`src/rtl/can_field_sequencer_if.sv`:
```
// Sample-point stream in, frame-field strobes and captured header fields out.
interface can_field_sequencer_if;
    logic       SP;
    logic       RX;
    logic       STUFF_BIT;
    logic       ERROR;
    logic       F_DATA;
    logic       F_CRC;
    logic       F_CRC_D;
    logic       F_ACK;
    logic       F_ACK_D;
    logic       F_EOF;
    logic       BUS_IDLE;
    logic       FRAME_DONE;
    logic       IDE;
    logic       RTR;
    logic [3:0] DLC;

    modport master (
        output SP, RX, STUFF_BIT, ERROR,
        input  F_DATA, F_CRC, F_CRC_D, F_ACK, F_ACK_D, F_EOF,
        input  BUS_IDLE, FRAME_DONE, IDE, RTR, DLC
    );

    modport slave (
        input  SP, RX, STUFF_BIT, ERROR,
        output F_DATA, F_CRC, F_CRC_D, F_ACK, F_ACK_D, F_EOF,
        output BUS_IDLE, FRAME_DONE, IDE, RTR, DLC
    );
endinterface

```
`src/rtl/can_field_sequencer.sv`:
```
// CAN bit-level frame sequencer: tracks the destuffed stream and flags
// which frame field the next sampled bit belongs to.
module can_field_sequencer (
    input  logic                  clk,
    input  logic                  reset,
    can_field_sequencer_if.slave  bus
);

    typedef enum logic [4:0] {
        S_WAIT_IDLE, S_IDLE, S_ID_A, S_SRR_RTR, S_IDE,
        S_ID_B, S_RTR, S_R1, S_R0, S_DLC, S_DATA,
        S_CRC, S_CRC_D, S_ACK, S_ACK_D, S_EOF, S_IFS
    } state_t;

    state_t     state_q, state_d;
    logic [6:0] cnt_q, cnt_d;
    logic       ide_q, ide_d;
    logic       rtr_q, rtr_d;
    logic       srr_q, srr_d;
    logic [3:0] dlc_q, dlc_d;
    logic       done_d, done_q;
    logic       idle_q;
    logic [5:0] flags_q;

    logic [3:0] dlc8;
    logic [6:0] data_last;
    logic [3:0] dlc_nx;
    logic       stuffed;

    assign dlc8      = dlc_q[3] ? 4'd8 : dlc_q;
    assign data_last = {dlc8, 3'b000} - 7'd1;
    assign dlc_nx    = {dlc_q[2:0], bus.RX};
    assign stuffed   = bus.STUFF_BIT &&
                       (state_q inside {S_ID_A, S_SRR_RTR, S_IDE,
                        S_ID_B, S_RTR, S_R1, S_R0, S_DLC,
                        S_DATA, S_CRC});

    always_comb begin
        state_d = state_q;
        cnt_d   = cnt_q;
        ide_d   = ide_q;
        rtr_d   = rtr_q;
        srr_d   = srr_q;
        dlc_d   = dlc_q;
        done_d  = 1'b0;
        if (bus.SP && !stuffed) begin
            cnt_d = cnt_q + 7'd1;
            unique case (state_q)
                S_WAIT_IDLE: begin
                    if (!bus.RX) begin
                        cnt_d = '0;
                    end else if (cnt_q == 7'd10) begin
                        state_d = S_IDLE;
                        cnt_d   = '0;
                    end
                end
                S_IDLE: begin
                    cnt_d = '0;
                    if (!bus.RX) begin
                        state_d = S_ID_A;
                        ide_d   = 1'b0;
                        rtr_d   = 1'b0;
                        dlc_d   = '0;
                    end
                end
                S_ID_A: begin
                    if (cnt_q == 7'd10) begin
                        state_d = S_SRR_RTR;
                        cnt_d   = '0;
                    end
                end
                S_SRR_RTR: begin
                    srr_d   = bus.RX;
                    state_d = S_IDE;
                    cnt_d   = '0;
                end
                // Standard frames take RTR from the SRR_RTR slot
                S_IDE: begin
                    ide_d = bus.RX;
                    cnt_d = '0;
                    if (bus.RX) begin
                        state_d = S_ID_B;
                    end else begin
                        rtr_d   = srr_q;
                        state_d = S_R0;
                    end
                end
                S_ID_B: begin
                    if (cnt_q == 7'd17) begin
                        state_d = S_RTR;
                        cnt_d   = '0;
                    end
                end
                S_RTR: begin
                    rtr_d   = bus.RX;
                    state_d = S_R1;
                    cnt_d   = '0;
                end
                S_R1: begin
                    state_d = S_R0;
                    cnt_d   = '0;
                end
                S_R0: begin
                    state_d = S_DLC;
                    cnt_d   = '0;
                end
                S_DLC: begin
                    dlc_d = dlc_nx;
                    if (cnt_q == 7'd3) begin
                        cnt_d = '0;
                        if (rtr_q || dlc_nx == 4'd0) begin
                            state_d = S_CRC;
                        end else begin
                            state_d = S_DATA;
                        end
                    end
                end
                S_DATA: begin
                    if (cnt_q == data_last) begin
                        state_d = S_CRC;
                        cnt_d   = '0;
                    end
                end
                S_CRC: begin
                    if (cnt_q == 7'd14) begin
                        state_d = S_CRC_D;
                        cnt_d   = '0;
                    end
                end
                S_CRC_D: begin
                    state_d = S_ACK;
                    cnt_d   = '0;
                end
                S_ACK: begin
                    state_d = S_ACK_D;
                    cnt_d   = '0;
                end
                S_ACK_D: begin
                    state_d = S_EOF;
                    cnt_d   = '0;
                end
                S_EOF: begin
                    if (cnt_q == 7'd6) begin
                        state_d = S_IFS;
                        cnt_d   = '0;
                        done_d  = 1'b1;
                    end
                end
                // Dominant in IFS: overload early, SOF on the last bit
                S_IFS: begin
                    if (!bus.RX) begin
                        cnt_d = '0;
                        if (cnt_q == 7'd2) begin
                            state_d = S_ID_A;
                            ide_d   = 1'b0;
                            rtr_d   = 1'b0;
                            dlc_d   = '0;
                        end else begin
                            state_d = S_WAIT_IDLE;
                        end
                    end else if (cnt_q == 7'd2) begin
                        state_d = S_IDLE;
                        cnt_d   = '0;
                    end
                end
                default: begin
                    state_d = S_WAIT_IDLE;
                    cnt_d   = '0;
                end
            endcase
        end
    end

    always_ff @(posedge clk) begin
        if (!reset) begin
            state_q <= S_WAIT_IDLE;
            cnt_q   <= '0;
            ide_q   <= 1'b0;
            rtr_q   <= 1'b0;
            srr_q   <= 1'b0;
            dlc_q   <= '0;
            done_q  <= 1'b0;
            idle_q  <= 1'b0;
            flags_q <= '0;
        end else if (bus.ERROR) begin
            state_q <= S_WAIT_IDLE;
            cnt_q   <= '0;
            done_q  <= 1'b0;
            idle_q  <= 1'b0;
            flags_q <= '0;
        end else begin
            state_q <= state_d;
            cnt_q   <= cnt_d;
            ide_q   <= ide_d;
            rtr_q   <= rtr_d;
            srr_q   <= srr_d;
            dlc_q   <= dlc_d;
            done_q  <= done_d;
            idle_q  <= (state_d == S_IDLE);
            flags_q <= {state_d == S_DATA,  state_d == S_CRC,
                        state_d == S_CRC_D, state_d == S_ACK,
                        state_d == S_ACK_D, state_d == S_EOF};
        end
    end

    assign bus.F_DATA     = flags_q[5];
    assign bus.F_CRC      = flags_q[4];
    assign bus.F_CRC_D    = flags_q[3];
    assign bus.F_ACK      = flags_q[2];
    assign bus.F_ACK_D    = flags_q[1];
    assign bus.F_EOF      = flags_q[0];
    assign bus.BUS_IDLE   = idle_q;
    assign bus.FRAME_DONE = done_q;
    assign bus.IDE        = ide_q;
    assign bus.RTR        = rtr_q;
    assign bus.DLC        = dlc_q;

endmodule
```
`src/flat_wrapper.sv`:
```
// flat-port wrapper written by rule: the top's interface ports become plain ports
module can_field_sequencer_flat 
  (clk, reset, bus_SP, bus_RX, bus_STUFF_BIT, bus_ERROR, bus_F_DATA, bus_F_CRC, bus_F_CRC_D, bus_F_ACK, bus_F_ACK_D, bus_F_EOF, bus_BUS_IDLE, bus_FRAME_DONE, bus_IDE, bus_RTR, bus_DLC);
  can_field_sequencer_if bus_i ();
  input  logic clk;
  input  logic reset;
  input wire logic [$bits(bus_i.SP)-1:0] bus_SP;
  input wire logic [$bits(bus_i.RX)-1:0] bus_RX;
  input wire logic [$bits(bus_i.STUFF_BIT)-1:0] bus_STUFF_BIT;
  input wire logic [$bits(bus_i.ERROR)-1:0] bus_ERROR;
  output wire logic [$bits(bus_i.F_DATA)-1:0] bus_F_DATA;
  output wire logic [$bits(bus_i.F_CRC)-1:0] bus_F_CRC;
  output wire logic [$bits(bus_i.F_CRC_D)-1:0] bus_F_CRC_D;
  output wire logic [$bits(bus_i.F_ACK)-1:0] bus_F_ACK;
  output wire logic [$bits(bus_i.F_ACK_D)-1:0] bus_F_ACK_D;
  output wire logic [$bits(bus_i.F_EOF)-1:0] bus_F_EOF;
  output wire logic [$bits(bus_i.BUS_IDLE)-1:0] bus_BUS_IDLE;
  output wire logic [$bits(bus_i.FRAME_DONE)-1:0] bus_FRAME_DONE;
  output wire logic [$bits(bus_i.IDE)-1:0] bus_IDE;
  output wire logic [$bits(bus_i.RTR)-1:0] bus_RTR;
  output wire logic [$bits(bus_i.DLC)-1:0] bus_DLC;
  assign bus_i.SP = bus_SP;
  assign bus_i.RX = bus_RX;
  assign bus_i.STUFF_BIT = bus_STUFF_BIT;
  assign bus_i.ERROR = bus_ERROR;
  assign bus_F_DATA = bus_i.F_DATA;
  assign bus_F_CRC = bus_i.F_CRC;
  assign bus_F_CRC_D = bus_i.F_CRC_D;
  assign bus_F_ACK = bus_i.F_ACK;
  assign bus_F_ACK_D = bus_i.F_ACK_D;
  assign bus_F_EOF = bus_i.F_EOF;
  assign bus_BUS_IDLE = bus_i.BUS_IDLE;
  assign bus_FRAME_DONE = bus_i.FRAME_DONE;
  assign bus_IDE = bus_i.IDE;
  assign bus_RTR = bus_i.RTR;
  assign bus_DLC = bus_i.DLC;
  can_field_sequencer u_core (.clk(clk), .reset(reset), .bus(bus_i));
endmodule
```
`config.mk`:
```
export PLATFORM = sky130hd
export DESIGN_NAME = can_field_sequencer_flat
export DESIGN_NICKNAME = d
export VERILOG_FILES = /design/src/rtl/can_field_sequencer_if.sv /design/src/rtl/can_field_sequencer.sv /design/src/flat_wrapper.sv
export SDC_FILE = /design/constraint.sdc
export NUM_CORES = 1
export LEC_CHECK = 0
export BUFFER_PORTS_ARGS = -buffer_cell sky130_fd_sc_hd__buf_2
export CAP_MARGIN = 20
export CORE_UTILIZATION = 50
export DETAILED_ROUTE_END_ITERATION = 7
export PLACE_DENSITY = 0.79
export SETUP_SLACK_MARGIN = 0.4
export SLEW_MARGIN = 20
export SYNTH_ARGS = -nofsm -noshare
export SYNTH_HDL_FRONTEND = slang
export SYNTH_SLANG_ARGS = --single-unit
```
`constraint.sdc`:
```
create_clock -name clk -period 2.34 [get_ports clk]
set_input_delay 0.234 -clock clk [delete_from_list [all_inputs] [get_ports clk]]
set_output_delay 0.234 -clock clk [all_outputs]
set_load 0.1 [all_outputs]
```
==> results of run 1 <==
layout make-up:
cell class,count,area [um^2],area share (%)
Timing Repair Buffer,46,301.5,12.13
Inverter,6,22.52,0.9059
Tap cell,48,60.06,2.416
Clock buffer,3,41.29,1.661
Multi-Input combinational cell,196,1475,59.34
Sequential cell,27,579.3,23.30
Clock inverter,1,6.256,0.2516
Yosys cell counts, types with 3 or more instances:
cell type  number
a21oi_1         4
xor2_1          5
o21ai_0         7
and3_1          3
nand3_1        10
nor2b_1        10
nand2b_1       10
o311ai_1        3
nor2_1         34
dfxtp_1        27
xnor2_1         5
buf_4           5
mux2i_1         4
nand2_1        24
nor4_1          3
a22oi_1         3
inv_1           6
ha_1            4
a22o_1          4
buf_2          11
nor3_1         12
nand4_1         8
what timing repair did:
item / in CTS / in global routing
pin swaps: 5 / 14
endpoints found under the setup margin: 18 / 18
setup buffers: 9 / 6
hold buffers: 0 / 0
resized for setup: 28 / 20
stage by stage:
step / cells / util [%] / hold WS [ps] / cell area, um^2
after CTS: 321 / 63.70 / 260.4 / 2350
after detailed placement: 308 / 57.94 / 453.7 / 2137
after floorplan: 248 / - / 362.2 / 2003
final: 327 / 67.40 / 263.0 / 2486
after global routing: 327 / 67.40 / 273.1 / 2486
after global placement: 308 / 57.94 / 444.3 / 2137
worst max-delay path: stages, from the launching register on:
cell and delay (ps):
dfxtp_1 470, nor2b_2 320, o211ai_1 190, a31oi_2 260, a221oi_2 100, a211oi_4 310, nand2b_4 210, nor2_1 40
cells by family (layout without fill, tap and decap cells):
kind of cell,after synthesis,count (layout)
AO/OA/AOI/OAI,45,45
XOR/XNOR,10,10
adder cells (fa/ha/maj),4,4
buffers and inverters,25,56
flip-flops,27,27
multiplexers,6,6
AND/OR/NAND/NOR,131,131
layer usage:
layer	GRT usage (%)	part of all wire, %	vias to the layer above	wire length (um)
met3	2.993	6.6	19	344
li1	-	-	956	-
met5	0	0	-	0
met4	6.944	3.3	0	174
met2	42.11	49	82	2548
met1	33.62	42	915	2182
sequential cells by signal, summed over array words and instances (netlist names):
name / cells
u_core.bus.DLC: 4
u_core.bus.RTR: 1
u_core.cnt_q: 7
u_core.bus.FRAME_DONE: 1
u_core.state_q: 5
u_core.flags_q: 6
u_core.bus.BUS_IDLE: 1
u_core.bus.IDE: 1
u_core.srr_q: 1
report_power, final:
group          switching [mW]  internal [mW]  leakage [nW]
clock network           0.157          0.122        0.0260
logic                  0.0759         0.0550         0.687
registers             0.00535          0.453         0.228
path summary, 6_finish.rpt:
| kind | depth (start not counted) | slack [ps] | start | to |
|---|---|---|---|---|
| setup / recovery | 7 | 350 | u_core.cnt_q[2]$_SDFFE_PP0P_ | u_core.flags_q[4]$_SDFF_PP0_ |
| setup reg to reg | 7 | 350 | u_core.cnt_q[2]$_SDFFE_PP0P_ | u_core.flags_q[4]$_SDFF_PP0_ |
| hold reg to reg | 2 | 460 | u_core.bus.IDE$_SDFFE_PN0P_ | u_core.bus.IDE$_SDFFE_PN0P_ |
| hold / removal | 3 | 260 | reset | u_core.bus.IDE$_SDFFE_PN0P_ |
==> summary.md, run 1 <==
| Metric | Value |
|---|---|
| Initial antenna violation count | 0 |
| Rel. slew slack | 58.46% |
| CTS tree | done |
| Synth area leader | dfxtp_1 |
| Max Clk Rate | 502.1 MHz |
| Number of buffers on the longest clock path | 2 |
| Ys flop type | dfxtp_1 |
| Inserted Diodes | 0 |
| Fill count | 303 |
| Status | finished clean |
| Maxcap violations | 0 |
| Hold crit path type | input pin to register |
| Mapped Area | 1949 um^2 |
| Row count | 22 |
| Final wirelength | 5.249 mm |
| Global placement routability congestion | 0.9822 |
| GRT Total Usage | 25.04% |
| Setup_tns | 0 ps |
| Adder-Cell Fraction of Synth Area | 2.567% |
| Die width | 64.44 um |
| Most frequent cells in the layout | nor2_1 (31), buf_4 (26), nand2_1 (23) |
| Endpoint type of the worst setup path | register |
| Starting Density | 52.85% |
| First DRT Iteration DRCs | 110 |
| Vias per cell | 6.031 |
| Layout cells sized above 1 | 37.99% |
| WL per Instance | 16.05 um |
| Post-DP HPWL | 3.444 mm |
| EDFF count, synth | 0 |
| Die area | 4153 um^2 |
| DRC errors left | 0 |
| Clock slew at reported path FFs | 100 ps |
| Tcrit/Tclk final | 85.12% |
| Die span in y | 64.44 um |
| Antenna Nets Post-Route | 0 |
| # setup viols final | 0 |
| Crit start category | register |
| Clock latency at the later pin of the worst-skew pair | 280 ps |
| RSZ-0062 raised after global routing | true |
| Syn avg cell area | 7.860 um^2 |
| Worst slew pin tran | 621.9 ps |
| Xor-xnor portion of the synthesized cell area | 4.493% |
| Vias in the first global route | 1740 |
| Ports | 20 |
| P_leak | 0.9408 nW |
| First-pass GRT wire length | 8.086 mm |
| VDD IR max | 0.2087 mV |
| WP data required | 2520 ps |
| Post-Synth Simple-Gate Area | 36.78% |
| Synth top area share | 27.73% |
| Async set or reset register ratio after synthesis | 0% |
| Post-synth cell types | 59 |
| Drt first pass iters | 4 |
| CTS sink cnt | 27 |
| Synthesized instance count | 248 |
| Largest net degree at the start of global routing | 17 |
| GR Overflow Total | 0 |
| Root buf cell | clkbuf_8 |
| Largest family of logic cells by synthesized area | simple AND/OR/NAND/NOR gates |
| Synth Register Bits | 27 |
| H-tree depth | 1 |
| IO buf count | 19 |
| CP Data Arrival Time | 2170 ps |
| Synthesized net count | 258 |
| Place WS | 203.7 ps |
| Max Slew Vio Count | 0 |
| Overall power | 0.8680 mW |
| Most common cell after layout, fill and taps aside | nor2_1 |
| Multiplexer share of the synthesized area | 3.209% |
| Core box area | 3689 um^2 |
| Final setup margin | 348.2 ps |
| CTS Buf Count | 3 |
| Worst-path fanout max | 7 |
| Min Clock Period, post-route | 1992 ps |
| Clock skew | 2.645 ps |
| WS Path Type | register to register |
| Area grow syn2layout | 27.54% |
| Synthesis Warnings | 0 |
| Synth Area in Compound Gates | 18.36% |
| Hold Vio Cnt, Final | 0 |
| Synth area leaders | dfxtp_1 (28%), nor2_1 (6.5%), nand2_1 (4.6%) |
| Vias | 1972 |
| # nets final | 290 |
| Register area share after synthesis | 27.73% |
| Power per cell area | 349.1 nW/um^2 |
Note: power is estimated with default switching activity, not from simulation.
==> run 2, diff against run 1 <==
ABC_AREA = 1   (was unset)
==> run 2 against run 1 <==
  * Sequential power about the same
  * Die area up 3.0%
  * Utilization up 2.6 points
  * Critical path depth up 6
  * Clock skew down 0.70 ps
  * Clock power down 3%
  * Routed wire length up 18%
  * Hold slack worse by 50 ps
  * Synthesized area up 3.1%
  * Combinational power down 53%
  * Sequential cell count unchanged
  * Critical endpoint is now u_core.flags_q[1]$_SDFF_PP0_
  * Largest cell class unchanged
==> summary.md, run 2 <==
| Metric | Value |
|---|---|
| IO buf count | 19 |
| Ports | 20 |
| CP peak stage delay | 390 ps |
| Clock slew at reported path FFs | 90 ps |
| Worst Path Buf+Inv | 3 |
| Fill count | 306 |
| DRC errors left | 0 |
| Clock latency at the later pin of the worst-skew pair | 280 ps |
| WS Path Type | register to register |
| RSZ-0062 raised after global routing | true |
| Max Clk Rate | 504.2 MHz |
| CTS Buf Count | 3 |
| Ys flop type | dfxtp_1 |
| # nets final | 375 |
| Die span in y | 65.42 um |
| Place WS | 252.8 ps |
| Synthesized instance count | 327 |
| Antenna Nets Post-Route | 0 |
| CP Data Arrival Time | 2200 ps |
| Global placement routability congestion | 0.9598 |
| Synth Register Bits | 27 |
| Vias in the first global route | 2127 |
| Synthesized net count | 337 |
| Final cell count without fillers | 412 |
| Setup_tns | 0 ps |
| Overall power | 0.7890 mW |
| Initial antenna violation count | 0 |
| Stages on worst setup path | 13 |
| Post-synth cell types | 29 |
| Leading cell types by count after synthesis | nand2_1 (83), nor2_1 (55), nand3_1 (37), inv_1 (30), dfxtp_1 (27) |
| Layout cells sized above 1 | 36.81% |
| Largest net degree at the start of global routing | 16 |
| Rel. slew slack | 68.04% |
| VDD IR max | 0.2259 mV |
| Drt first pass iters | 5 |
| Row count | 22 |
| Vias per cell | 5.859 |
| GR Overflow Total | 0 |
| Crit path cell chain | clkinvlp_4, nand3_2, nand2_1, nor2_2, nand3_4, nand2_4, buf_4, nand3_2, nand2_2, nand2_2, inv_2, nand2_4, nor2_1 |
| Origin of the critical flop-to-flop path | u_core.state_q[4]$_SDFF_PP0_ |
| Largest register FFs | 7 |
| Tcrit/Tclk final | 84.75% |
| Synthesis Warnings | 0 |
| Async set or reset register ratio after synthesis | 0% |
| Final setup margin | 356.8 ps |
| Min Clock Period, post-route | 1983 ps |
| Root buf cell | clkbuf_8 |
| Die area | 4279 um^2 |
| Core box area | 3771 um^2 |
| Synth area leader | dfxtp_1 |
| Inst Count DP | 391 |
| Mapped Area | 2011 um^2 |
| EDFF count, synth | 0 |
| CTS tree | done |
| Reg2reg path depth | 13 |
| GRT Total Usage | 28.57% |
| Hold Slack | 213.4 ps |
| Maxcap violations | 0 |
| Clock skew | 1.941 ps |
| Die width | 65.42 um |
| Worst slew pin tran | 477.7 ps |
| Endpoint type of the worst setup path | register |
| Synth area leaders | dfxtp_1 (27%), nand2_1 (15%), nor2_1 (10%) |
| Register area share after synthesis | 26.88% |
| Status | finished clean |
| Vias | 2414 |
| Worst-path fanout max | 6 |
| Most common cell after layout, fill and taps aside | nand2_1 |
| CP max-delay cell | dfxtp_4 |
| Syn avg cell area | 6.149 um^2 |
| Reg2Reg Capture Point | u_core.flags_q[1]$_SDFF_PP0_ |
| # setup viols final | 0 |
| H-tree depth | 1 |
| Starting Density | 53.32% |
| WL per Instance | 15.03 um |
| Crit start category | register |
| Crit path launch | u_core.state_q[4]$_SDFF_PP0_ |
| Final wirelength | 6.191 mm |
| Synth top area share | 26.88% |
| CP top delay family | simple AND/OR/NAND/NOR gates |
| Area grow syn2layout | 31.36% |
| WP data required | 2560 ps |
| CTS sink cnt | 27 |
| Post-DP HPWL | 4.195 mm |
| First-pass GRT wire length | 9.632 mm |
| Registers with the most flip-flops | u_core.cnt_q (7), u_core.flags_q (6), u_core.state_q (5) |
| Most frequent cells in the layout | nand2_1 (64), nor2_1 (40), nand3_1 (26) |
| Hold Vio Cnt, Final | 0 |
| Number of buffers on the longest clock path | 2 |
| Critical path capture point | u_core.flags_q[1]$_SDFF_PP0_ |
| P_leak | 1.171 nW |
| R2R Setup Slk | 360 ps |
| Top-count cell post-synth | nand2_1 |
| First DRT Iteration DRCs | 206 |
| Hold crit path type | input pin to register |
| Largest Register | u_core.cnt_q |
| Max Slew Vio Count | 0 |
| Power per cell area | 298.7 nW/um^2 |
| Inserted Diodes | 0 |
[run 2: kinds of logic after synthesis]
logic type	synth area share [%]
and+or+nand+nor	51.77
buffers and inverters	8.276
AOI/OAI and AO/OA	8.837
DFF	26.88
xor gates and xnor gates	1.743
adders and majority gates	2.489
[run 2: tightest hold or removal path, stage by stage]
cell,delay (ps)
buf_2,130
nand2_1,60
nor2_1,30
[run 2: worst min path at each step]
stage,to,from,depth (start not counted),slack [ps]
after global placement,u_core.bus.IDE$_SDFFE_PN0P_,u_core.bus.IDE$_SDFFE_PN0P_,2,450
final,u_core.bus.RTR$_SDFFE_PN0P_,reset,3,210
after global routing,u_core.bus.RTR$_SDFFE_PN0P_,reset,3,230
after detailed placement,u_core.bus.IDE$_SDFFE_PN0P_,u_core.bus.IDE$_SDFFE_PN0P_,2,490
after floorplan,u_core.srr_q$_SDFFE_PN0P_,reset,2,350
after CTS,u_core.srr_q$_SDFFE_PN0P_,reset,3,210
[run 2: layer usage]
metal / part of all wire [%] / track usage, %
met5: 0 / 0
met4: 3.9 / 9.239
met3: 6.7 / 3.472
met2: 48 / 47.55
met1: 41 / 37.99
[run 2: power breakdown]
part | total, mW | switching [mW] | leakage [nW] | internal (mW)
clock | 0.271 | 0.151 | 0.0255 | 0.120
sequential | 0.456 | 0.00229 | 0.224 | 0.454
combinational | 0.0617 | 0.0423 | 0.922 | 0.0194
[run 2: stage by stage]
step / instance area (um^2) / util, %
finish: 2641 / 70.04
global placement: 2153 / 57.10
CTS: 2268 / 60.15
floorplan: 2022 / -
detailed placement: 2153 / 57.10
global route: 2641 / 70.04
[run 2: cell type report]
class	count	area (um^2)	share of cell area, %
inverter	34	136.4	5.163
tap	48	60.06	2.274
sequential	27	565.5	21.41
clock buffer	3	41.29	1.563
clock inverter	1	5.005	0.1895
timing repair buffer	38	249.0	9.427
multi-input combinational	261	1584	59.97
[run 2: timing repair]
item                                    4_1_cts  5_1_grt
endpoints found under the setup margin       22       25
resized for setup                            16       76
hold buffers                                  0        0
pin swaps                                     0       32
buffers inserted                              4       13
